`config.mk`:
```
export PLATFORM = sky130hd
export DESIGN_NAME = coin_credit_unit
export DESIGN_NICKNAME = d
export VERILOG_FILES = /design/src/rtl/coin_credit_unit.sv
export SDC_FILE = /design/constraint.sdc
export NUM_CORES = 1
export LEC_CHECK = 0
export ABC_CLOCK_PERIOD_IN_PS = 2700
export BUFFER_PORTS_ARGS = -buffer_cell sky130_fd_sc_hd__clkbuf_2
export CORE_ASPECT_RATIO = 1.1
export CORE_MARGIN = 2
export CORE_UTILIZATION = 49
export CTS_CLUSTER_DIAMETER = 200
export DETAILED_ROUTE_END_ITERATION = 12
export PLACE_DENSITY = 0.71
export SYNTH_ARGS = -nofsm -noshare
export SYNTH_HDL_FRONTEND = slang
export SYNTH_SLANG_ARGS = --single-unit
```
`constraint.sdc`:
```
create_clock -name clk -period 2.7 [get_ports clk]
set_clock_uncertainty 0.2 [all_clocks]
set_input_delay 0.54 -clock clk [delete_from_list [all_inputs] [get_ports clk]]
set_output_delay 0.54 -clock clk [all_outputs]
set_load 0.02 [all_outputs]
```
`src/rtl/coin_credit_unit.sv`:
```
// -----------------------------------------------------------------------------
// coin_credit_unit
//   Vending machine front end. Conditions the three raw buttons (2-flop
//   synchronizer + debounce + rising-edge event), accumulates coin credit,
//   and services vend and refund requests. After any vend or refund the unit
//   sits in LOCK for LOCK_CYCLES cycles.
//
// Ports
//   clk          system clock
//   rst          asynchronous, active-high reset
//   coin_a_btn   raw coin-A button (async, bouncy)
//   coin_b_btn   raw coin-B button (async, bouncy)
//   refund_btn   raw refund button (async, bouncy)
//   vend_req     one-cycle vend request, synchronous to clk
//   price[7:0]   item price, sampled with vend_req
//   value[7:0]   current credit, 0..MAX_CREDIT, to the display driver
//   vend_ok      pulse: vend accepted, price deducted
//   vend_fail    pulse: vend rejected, insufficient credit
//   change[7:0]  last refunded amount, held until the next refund
//   refund_done  pulse: change is valid
//   sat          pulse: a coin was clipped at MAX_CREDIT
//   busy         high while in LOCK
// -----------------------------------------------------------------------------
module coin_credit_unit #(
  parameter int DEB_CYCLES  = 16,
  parameter int COIN_A_VAL  = 1,
  parameter int COIN_B_VAL  = 5,
  parameter int MAX_CREDIT  = 99,
  parameter int LOCK_CYCLES = 8
) (
  input  logic       clk,
  input  logic       rst,
  input  logic       coin_a_btn,
  input  logic       coin_b_btn,
  input  logic       refund_btn,
  input  logic       vend_req,
  input  logic [7:0] price,
  output logic [7:0] value,
  output logic       vend_ok,
  output logic       vend_fail,
  output logic [7:0] change,
  output logic       refund_done,
  output logic       sat,
  output logic       busy
);

  localparam int DCW   = $clog2(DEB_CYCLES);
  localparam int LCW   = (LOCK_CYCLES > 1) ? $clog2(LOCK_CYCLES) : 1;
  localparam int NBTN  = 3;
  localparam int BTN_A = 0;
  localparam int BTN_B = 1;
  localparam int BTN_R = 2;

  localparam logic [7:0] MAX_C     = 8'(MAX_CREDIT);
  localparam logic [8:0] MAX_C9    = 9'(MAX_CREDIT);
  localparam logic [8:0] COIN_A9   = 9'(COIN_A_VAL);
  localparam logic [8:0] COIN_B9   = 9'(COIN_B_VAL);
  localparam logic [LCW-1:0] LOCK_LAST = LCW'(LOCK_CYCLES - 1);

  // ---------------------------------------------------------------------------
  // Input conditioning: one identical channel per button.
  // ---------------------------------------------------------------------------
  logic [NBTN-1:0] btn_raw;
  logic [NBTN-1:0] btn_event;

  assign btn_raw = {refund_btn, coin_b_btn, coin_a_btn};

  genvar gi;
  generate
    for (gi = 0; gi < NBTN; gi++) begin : g_btn
      logic           sync1_reg;
      logic           sync2_reg;
      logic           level_reg;
      logic           level_d_reg;
      logic           event_reg;
      logic [DCW-1:0] cnt_reg;

      always_ff @(posedge clk or posedge rst) begin
        if (rst) begin
          sync1_reg   <= 1'b0;
          sync2_reg   <= 1'b0;
          level_reg   <= 1'b0;
          level_d_reg <= 1'b0;
          event_reg   <= 1'b0;
          cnt_reg     <= '0;
        end else begin
          sync1_reg <= btn_raw[gi];
          sync2_reg <= sync1_reg;
          // The counter tracks how long the synchronized sample has disagreed
          // with the accepted level; the DEB_CYCLES-th disagreeing sample
          // flips the level.
          if (sync2_reg == level_reg) begin
            cnt_reg <= '0;
          end else if (cnt_reg == DCW'(DEB_CYCLES - 1)) begin
            level_reg <= sync2_reg;
            cnt_reg   <= '0;
          end else begin
            cnt_reg <= cnt_reg + DCW'(1);
          end
          level_d_reg <= level_reg;
          event_reg   <= level_reg & ~level_d_reg;
        end
      end

      assign btn_event[gi] = event_reg;
    end
  endgenerate

  // ---------------------------------------------------------------------------
  // Credit FSM
  // ---------------------------------------------------------------------------
  typedef enum logic {ST_IDLE, ST_LOCK} state_t;

  state_t         state_reg;
  logic [7:0]     credit_reg;
  logic [7:0]     change_reg;
  logic [LCW-1:0] lock_cnt_reg;
  logic           pend_a_reg;
  logic           pend_b_reg;
  logic           vend_ok_reg;
  logic           vend_fail_reg;
  logic           refund_done_reg;
  logic           sat_reg;
  logic           busy_reg;

  // A coin event arriving this cycle counts as pending immediately, so an
  // idle unit can consume it without first parking it in the flag.
  logic       pend_a_eff;
  logic       pend_b_eff;
  logic [8:0] sum_a;
  logic [8:0] sum_b;
  logic       over_a;
  logic       over_b;

  assign pend_a_eff = pend_a_reg | btn_event[BTN_A];
  assign pend_b_eff = pend_b_reg | btn_event[BTN_B];
  // 9-bit sums so a coin near the ceiling cannot wrap before the clip test.
  assign sum_a  = {1'b0, credit_reg} + COIN_A9;
  assign sum_b  = {1'b0, credit_reg} + COIN_B9;
  assign over_a = (sum_a > MAX_C9);
  assign over_b = (sum_b > MAX_C9);

  always_ff @(posedge clk or posedge rst) begin
    if (rst) begin
      state_reg       <= ST_IDLE;
      credit_reg      <= '0;
      change_reg      <= '0;
      lock_cnt_reg    <= '0;
      pend_a_reg      <= 1'b0;
      pend_b_reg      <= 1'b0;
      vend_ok_reg     <= 1'b0;
      vend_fail_reg   <= 1'b0;
      refund_done_reg <= 1'b0;
      sat_reg         <= 1'b0;
      busy_reg        <= 1'b0;
    end else begin
      vend_ok_reg     <= 1'b0;
      vend_fail_reg   <= 1'b0;
      refund_done_reg <= 1'b0;
      sat_reg         <= 1'b0;
      // Coin flags latch new events by default; the consuming branch below
      // overrides its own flag.
      pend_a_reg      <= pend_a_eff;
      pend_b_reg      <= pend_b_eff;

      case (state_reg)
        ST_IDLE: begin
          if (btn_event[BTN_R]) begin
            change_reg      <= credit_reg;
            credit_reg      <= '0;
            refund_done_reg <= 1'b1;
            state_reg       <= ST_LOCK;
            busy_reg        <= 1'b1;
            lock_cnt_reg    <= '0;
          end else if (vend_req && (price <= credit_reg)) begin
            credit_reg   <= credit_reg - price;
            vend_ok_reg  <= 1'b1;
            state_reg    <= ST_LOCK;
            busy_reg     <= 1'b1;
            lock_cnt_reg <= '0;
          end else if (vend_req) begin
            vend_fail_reg <= 1'b1;
          end else if (pend_a_eff) begin
            credit_reg <= over_a ? MAX_C : sum_a[7:0];
            sat_reg    <= over_a;
            pend_a_reg <= 1'b0;
          end else if (pend_b_eff) begin
            credit_reg <= over_b ? MAX_C : sum_b[7:0];
            sat_reg    <= over_b;
            pend_b_reg <= 1'b0;
          end
        end

        ST_LOCK: begin
          // Vend requests and refund events are discarded here; coins only
          // accumulate in their pending flags.
          if (lock_cnt_reg == LOCK_LAST) begin
            state_reg    <= ST_IDLE;
            busy_reg     <= 1'b0;
            lock_cnt_reg <= '0;
          end else begin
            lock_cnt_reg <= lock_cnt_reg + LCW'(1);
          end
        end

        default: begin
          state_reg <= ST_IDLE;
          busy_reg  <= 1'b0;
        end
      endcase
    end
  end

  assign value       = credit_reg;
  assign change      = change_reg;
  assign vend_ok     = vend_ok_reg;
  assign vend_fail   = vend_fail_reg;
  assign refund_done = refund_done_reg;
  assign sat         = sat_reg;
  assign busy        = busy_reg;

endmodule

```
==> flow_summary.ini, run 1 <==
[status]
status = finished clean

[cells_and_area]
final_cell_count_no_fill = 435
drive_gt1_frac = 0.265
synthToLayoutAreaGrowth_pct = 15.3
post-route-util = 0.582
n_antenna_cell = 0
fin_nets = 384
nFillCells = 571
largest_reg_flops = 12

[clocking]
clockBufferDepth = 2
clk_pin_slew_worst_paths_ns = 0.09
cts_root_buf = clkbuf_8
cts_inserted_buffers = 5
htreeDepth = 2
cts_tree = built
cts_hold_buf = 0
insertion_delay_ns = 0.30
clock-sinks = 54

[synthesis]
synth_ff_type = dfrtp_1
yosysUniqueCellTypes = 69
avgSynthCellArea_um2 = 10.2
synth_fp_nets = 335
yosys_warnings = 0
synth_cells = 305
async_flop_share = 1.00
synthesis.area_um2 = 3110
synth_seq_cells = 54
synth-edff-count = 0
ys_seq_area_frac = 0.435

[route]
drtIter0Drc = 114
drc_errors = 0
vias = 2486
viasPerCell = 5.71
wl_per_cell_um = 14.9
dr.pass1.iters = 4
wl_um = 6470
postRouteAntennaNets = 0

[global_route]
grt_pass1_vias = 2340
grt_max_degree = 32
track_usage = 0.194
antenna_found_initial = 0
grt_pass1_wl_um = 10800
overflow = 0

[worst_setup_path]
crit_top_cell = a21oi_2
crit_path_end_kind = flop
max_stage_delay_ns = 0.42
slowest_stage = dfrtp_2
critPathRequiredTime_ns = 2.73
worstSetupStartpointType = flop
cpLargestDelayFamily = compound AO/OA/AOI/OAI gates
critPathMaxFanout = 3
cp_data_arrival_time_ns = 2.58
crit_buf_inv = 2
worstSetupPathType = flop to flop
worstPathCellList = inv_2 > ha_1 > inv_1 > fa_1 > a21oi_2 > a21o_1 > a21oi_2 > or2_1 > a211o_1 > a31oi_1

[die]
die_h_um = 87.5
core.rowCount = 30
initial_utilization = 0.505
core_region_area_um2 = 6160
io_pins = 35
dieWidth_um = 79.9
dieArea_um2 = 6990

[place]
placedCellCount = 426
pre_cts_ws_ns = 0.00671
dp_hpwl_um = 4840
numPortBuffers = 34
gp_congestion = 0.933

[sta]
rsz0062_at_grt = no
tightest_slew_ns = 0.525
fin_crit_sh = 0.943
hold_viol = 0
setup_slack_ns = 0.153
setup_viol = 0
clock.fmax_ghz = 0.393
period_minus_slack_ns = 2.55
tns_ns = 0
timing.slew.headroom = 0.650
maxSlewViolCount = 0
hold_slack_ns = 0.0462

[power]
ir_drop_mv = 0.494
power.density_nw_per_um2 = 998
p_leak_nw = 1.66

[hold_path]
hp-class = input port to async pin

[flow_run]
max_cap_viol_count = 0
[Yosys cell counts, drive strengths merged (2+ instances only)]
library cell / instances / area [µm²]
xnor2: 10 / 87.6
o31a: 2 / 18.8
or2: 3 / 21.3
buf: 9 / 60.1
and4b: 2 / 20.0
inv: 19 / 71.3
or3: 2 / 12.5
nand2: 12 / 45.0
a21oi: 19 / 106
nor4: 4 / 25.0
xor2: 2 / 17.5
nor2: 20 / 85.1
nand4b: 3 / 26.3
o21a: 7 / 52.6
nor3b: 4 / 30.0
nor2b: 9 / 56.3
a22oi: 3 / 36.3
nand2b: 3 / 18.8
a211oi: 5 / 37.5
and2: 3 / 20.0
a211o: 2 / 17.5
ha: 15 / 188
a31oi: 4 / 25.0
a32o: 2 / 20.0
a21o: 3 / 22.5
nor3: 5 / 30.0
dfrtp: 54 / 1350
nand4: 4 / 25.0
nand3b: 4 / 30.0
clkbuf: 3 / 21.3
o22ai: 2 / 12.5
o21ai: 25 / 129
nand3: 9 / 45.0
and3: 3 / 18.8
o211ai: 3 / 27.5
mux2: 8 / 90.1
[through the flow]
stage          area (µm²)  total power [mW]
6_report             3580              3.57
5_1_grt              3580              3.87
4_1_cts              3570              3.57
3_5_place_dp         3460              3.01
3_3_place_gp         3460              2.99
2_1_floorplan        3110              2.50
[cell type report]
| class | instances | area (µm²) | share of cell area |
|---|---|---|---|
| clock buffer | 6 | 72.6 | 0.0203 |
| timing repair buffer | 54 | 333 | 0.0929 |
| sequential | 54 | 1350 | 0.378 |
| tap | 80 | 100 | 0.0279 |
| multi-input combinational | 220 | 1620 | 0.451 |
| clock inverter | 2 | 37.5 | 0.0105 |
| inverter | 19 | 71.3 | 0.0199 |
[routing by layer]
metal  global-route usage  wire [µm]
met2                0.333       3360
met3               0.0332        222
met4               0.0724        104
met1                0.245       2780
met5                    0          0
[path summary, 6_finish.rpt]
check / slack [ns] / from / cells after the start / endpoint
worst max-delay path: 0.15 / value[0]$_DFFE_PP0P_ / 10 / value[6]$_DFFE_PP0P_
worst min-delay path: 0.05 / rst / 2 / g_btn[2].level_reg$_DFFE_PP0P_
worst max register to register: 0.15 / value[0]$_DFFE_PP0P_ / 10 / value[6]$_DFFE_PP0P_
worst min register to register: 0.16 / g_btn[0].sync1_reg$_DFF_PP0_ / 0 / g_btn[0].sync2_reg$_DFF_PP0_
max in group asynchronous: 1.72 / rst / 3 / busy$_DFFE_PP0P_
min in group clk: 0.14 / coin_a_btn / 1 / g_btn[0].sync1_reg$_DFF_PP0_
[cell families (layout without fill, tap and decap cells)]
family                   Yosys count  count (layout)  synth area share
AND/OR/NAND/NOR                   94              94             0.176
flip-flops                        54              54             0.435
buffers and inverters             31              81            0.0491
adder cells (fa/ha/maj)           17              17            0.0701
AO/OA/AOI/OAI                     88              88             0.204
XOR/XNOR                          12              12            0.0338
multiplexers                       9               9            0.0322
[timing repair]
item | CTS | global route
buffers inserted | 0 | 1
setup endpoints to repair | 0 | 7
gates resized for setup | 0 | 4
[power by group]
part	internal (mW)	leakage [nW]	switching (mW)	total (mW)
Sequential	0.925	0.702	0.102	1.03
Combinational	0.842	0.909	1.17	2.01
Clock	0.277	0.0514	0.257	0.534
[cells in the final DEF, fill, tap and decap left out, drive strengths merged, types with 4 or more instances in the layout]
master,instances
a21oi,19
nor3b,4
nand3,9
o21ai,25
nand3b,4
clkbuf,40
a211oi,5
nor2b,9
a31oi,4
nand4,4
xnor2,10
mux2,8
nor3,5
nor2,20
nor4,4
o21a,7
nand2,12
dfrtp,54
buf,20
inv,19
ha,15
Power figures use the tool's default switching activity.
==> run 2: changes to the inputs <==
Settings changed: ABC_CLOCK_PERIOD_IN_PS 2700 to 2600, PLACE_DENSITY 0.71 to 0.69.
Clock period 2.7 ns to 2.6 ns, I/O delays scaled along.
==> flow_summary.ini, run 2 (same netlist as run 1, synthesis figures left out) <==
[status]
status = finished clean

[sta]
period_minus_slack_ns = 2.50
timing.slew.headroom = 0.666
fin_crit_sh = 0.963
maxSlewViolCount = 0
tightest_slew_ns = 0.500
clock.fmax_ghz = 0.399
hold_viol = 0
hold_slack_ns = 0.00390
setup_viol = 0
rsz0062_at_grt = yes

[clocking]
htreeDepth = 2
cts_tree = built
clk_pin_slew_worst_paths_ns = 0.11
cts_root_buf = clkbuf_8
cts_inserted_buffers = 5
insertion_delay_ns = 0.32
cts_hold_buf = 0
clock-sinks = 54
clockBufferDepth = 2

[cells_and_area]
drive_gt1_frac = 0.288
n_antenna_cell = 0
post-route-util = 0.592
fin_nets = 391
final_cell_count_no_fill = 441
mostFrequentLayoutCells = dfrtp_1 (53), clkbuf_2 (34), buf_4 (26), o21ai_0 (21), nor2_1 (18)
largest_reg_flops = 12
final_common_cell = dfrtp_1
synthToLayoutAreaGrowth_pct = 17.3
final_area_um2 = 3640

[route]
wl_per_cell_um = 14.7
viasPerCell = 5.65
drtIter0Drc = 277
drc_errors = 0
dr.pass1.iters = 4
postRouteAntennaNets = 0
vias = 2492
wl_um = 6500

[power]
power.density_nw_per_um2 = 1020
ir_drop_mv = 0.510
p_sw_mw = 1.63
total_power_mw = 3.72
power_switching_share = 0.439
power_frac_seq = 0.286
p_int_mw = 2.09
p_leak_nw = 1.69
pwr-share-comb = 0.583
clkPwrFrac = 0.131

[global_route]
grt_pass1_wl_um = 11000
grt_max_degree = 24
grt_pass1_vias = 2419
track_usage = 0.199
overflow = 0
antenna_found_initial = 0

[place]
dp_hpwl_um = 4920
gp_congestion = 0.919
placed_area_um2 = 3530
numPortBuffers = 34
placedCellCount = 433

[worst_setup_path]
critPathRequiredTime_ns = 2.61
crit_path_end_kind = flop
critPathMaxFanout = 4
cp_data_arrival_time_ns = 2.52
worstSetupStartpointType = flop
worstSetupPathType = flop to flop

[die]
core_region_area_um2 = 6160
dieWidth_um = 79.9
dieArea_um2 = 6990
die_h_um = 87.5
initial_utilization = 0.505
io_pins = 35
core.rowCount = 30

[hold_path]
hp-class = input port to async pin

[flow_run]
max_cap_viol_count = 0
## run 2: cell types whose count changed in the layout (fill, tap and decap cells not counted), moves of 2 or more
cell	delta
inv_6	+2
buf_4	+7
ha_1	-2
ha_2	+2
## run 2: worst paths after layout
kind	startpoint	endpoint	slack (ns)	depth (start not counted)
max reg2reg	value[0]$_DFFE_PP0P_	value[0]$_DFFE_PP0P_	0.1	10
min	rst	value[6]$_DFFE_PP0P_	0.004	2
min reg2reg	g_btn[0].sync1_reg$_DFF_PP0_	g_btn[0].sync2_reg$_DFF_PP0_	0.16	0
max	value[0]$_DFFE_PP0P_	value[0]$_DFFE_PP0P_	0.1	10
min in group clk	coin_b_btn	g_btn[1].sync1_reg$_DFF_PP0_	0.11	1
max in group asynchronous	rst	change[7]$_DFFE_PP0P_	1.64	3
## run 2: layout make-up
class                           instances  area [µm²]
Multi-Input combinational cell        220        1650
Clock buffer                            5        68.8
Timing Repair Buffer                   61         385
Inverter                               19        71.3
Tap cell                               80         100
Clock inverter                          2        17.5
Sequential cell                        54        1350
Fill cell                             545        2510
## run 2: stage by stage
stage	worst slack, ns	TNS (ns)
6_report	0.0956	0
3_3_place_gp	-0.00881	-0.00881
2_1_floorplan	0.0180	0
5_1_grt	-0.0130	-0.0250
4_1_cts	0.00350	0
3_5_place_dp	-0.0657	-0.114
## run 2: repair_timing
item                                    CTS  global route
buffers inserted                          0             1
endpoints found under the setup margin    0            11
hold endpoints to repair                  0             0
gates resized for setup                   0             6
## run 2: routing by layer
| metal | vias up | share of wire | global-route usage | wire, µm |
|---|---|---|---|---|
| met5 | - | 0 | 0 | 0 |
| met4 | 0 | 0.024 | 0.0724 | 159 |
| met3 | 15 | 0.042 | 0.0363 | 273 |
| met2 | 68 | 0.51 | 0.332 | 3290 |
| met1 | 1189 | 0.43 | 0.261 | 2790 |
| li1 | 1220 | - | - | - |
## run 2: worst max-delay path, stage by stage, from the launching register on
cell     delay [ns]
dfrtp_2        0.42
inv_2          0.08
ha_2           0.18
inv_1          0.05
fa_2           0.36
a21oi_2        0.18
a21o_1         0.23
a31oi_4        0.14
o31a_4         0.33
mux2i_1        0.16
o21ai_1        0.08
## run 2: power by group through the flow
stage | sequential (mW) | clock [mW] | combinational [mW]
floorplan | 1.17 | 0 | 1.47
global placement | 1.08 | 0 | 2.10
detailed placement | 1.08 | 0 | 2.12
CTS | 1.07 | 0.505 | 2.13
global route | 1.08 | 0.537 | 2.40
finish | 1.06 | 0.487 | 2.17
==> run 3: changes to the inputs <==
Settings changed: ABC_CLOCK_PERIOD_IN_PS 2600 to 2500, RECOVER_POWER set to 25.
Clock period 2.6 ns to 2.5 ns, I/O delays scaled along.
==> flow_summary.ini, run 3 (same netlist as run 1, synthesis figures left out) <==
[power]
power_frac_seq = 0.275
ir_drop_mv = 0.553
power.density_nw_per_um2 = 1080
p_sw_mw = 1.71
power_switching_share = 0.425
p_leak_nw = 1.73
pwr-share-comb = 0.579
clkPwrFrac = 0.145
p_int_mw = 2.32

[cells_and_area]
final_area_um2 = 3730
final_common_cell = dfrtp_1
mostFrequentLayoutCells = dfrtp_1 (53), clkbuf_2 (34), buf_4 (30), o21ai_0 (21), nor2_1 (18)
largest_reg_flops = 12
synthToLayoutAreaGrowth_pct = 20.2
drive_gt1_frac = 0.294
nFillCells = 545
n_antenna_cell = 0
fin_nets = 396

[place]
placed_area_um2 = 3580
dp_hpwl_um = 5100
numPortBuffers = 34
gp_congestion = 0.915
pre_cts_ws_ns = -0.116

[route]
wl_um = 6750
drc_errors = 0
postRouteAntennaNets = 0
drtIter0Drc = 178
vias = 2531
viasPerCell = 5.66
dr.pass1.iters = 6
wl_per_cell_um = 15.1

[sta]
setup_viol = 0
fin_crit_sh = 0.986
hold_viol = 0
timing.slew.headroom = 0.374
hold_slack_ns = 0.0982
clock.fmax_ghz = 0.406
setup_slack_ns = 0.0342
period_minus_slack_ns = 2.47
tightest_slew_ns = 0.938
maxSlewViolCount = 0
rsz0062_at_grt = yes

[clocking]
cts_inserted_buffers = 5
clk_pin_slew_worst_paths_ns = 0.11
cts_tree = built
clockBufferDepth = 2
clock-sinks = 54
cts_root_buf = clkbuf_8
insertion_delay_ns = 0.31
htreeDepth = 2

[worst_setup_path]
worstSetupStartpointType = flop
worstSetupPathType = flop to flop
crit_path_end_kind = flop
cp_data_arrival_time_ns = 2.47
critPathRequiredTime_ns = 2.50
critPathMaxFanout = 14

[status]
status = finished clean

[global_route]
grt_pass1_wl_um = 11200
grt_max_degree = 32
track_usage = 0.203
overflow = 0
antenna_found_initial = 0
grt_pass1_vias = 2445

[die]
core_region_area_um2 = 6160
dieWidth_um = 79.9
io_pins = 35
dieArea_um2 = 6990
core.rowCount = 30
die_h_um = 87.5
initial_utilization = 0.505

[flow_run]
max_cap_viol_count = 0

[hold_path]
hp-class = input port to flop
==> run 3: final timing paths <==
path	start	end	slack (ns)	depth (start not counted)
worst max-delay path	value[1]$_DFFE_PP0P_	value[3]$_DFFE_PP0P_	0.03	8
worst min-delay path	coin_b_btn	g_btn[1].sync1_reg$_DFF_PP0_	0.1	1
worst max register to register	value[1]$_DFFE_PP0P_	value[3]$_DFFE_PP0P_	0.03	8
worst min register to register	g_btn[0].sync1_reg$_DFF_PP0_	g_btn[0].sync2_reg$_DFF_PP0_	0.15	0
max in group asynchronous	rst	value[2]$_DFFE_PP0P_	1.25	3
min in group asynchronous	rst	g_btn[2].cnt_reg[0]$_DFF_PP0_	0.18	2
==> run 3: final cells by class <==
type | count | area (µm²) | area share
multi-input cells | 220 | 1660 | 0.445
flip-flops and latches | 54 | 1350 | 0.362
repair buffers | 66 | 435 | 0.117
well taps | 80 | 100 | 0.0268
inverters | 19 | 73.8 | 0.0198
clock buffers | 6 | 72.6 | 0.0194
clock inverters | 2 | 37.5 | 0.0101
==> run 3: stage by stage <==
step / TNS (ns) / cells / power, mW / utilization
2_1_floorplan: -0.0257 / 305 / 2.76 / -
3_3_place_gp: -0.178 / 436 / 3.37 / 0.582
3_5_place_dp: -0.514 / 436 / 3.40 / 0.582
4_1_cts: 0 / 444 / 4.01 / 0.602
5_1_grt: -0.413 / 447 / 4.33 / 0.607
6_report: 0 / 447 / 4.03 / 0.607
==> run 3: critical path, cell delays in order, from the launching register on <==
cell       delay (ns)
dfrtp_1          0.42
buf_12           0.16
ha_2             0.29
inv_1            0.11
or4_4            0.53
a22oi_4          0.23
nor4_1           0.07
o2111ai_1        0.24
nand3_1          0.10
==> run 3: repair_timing <==
item                       in CTS  in global routing
setup endpoints to repair       5                  9
pin swaps                       2                  2
gates resized for setup         2                  1
setup buffers                   0                  3
hold buffers                    0                  0
==> run 3: layer usage <==
layer  up-vias  track usage  wire length, µm
met4         0       0.0693              142
met1      1213        0.250             2900
met2        69        0.360             3430
met3        18       0.0363              288
met5         -            0                0
li1       1231            -                -
==> run 3: power by group through the flow <==
stage                     clock network [mW]  registers, mW  logic (mW)
final                                  0.586           1.11        2.33
after global routing                   0.636           1.13        2.56
after CTS                              0.601           1.11        2.30
after detailed placement                   0           1.13        2.27
after global placement                     0           1.13        2.25
after floorplan                            0           1.22        1.55
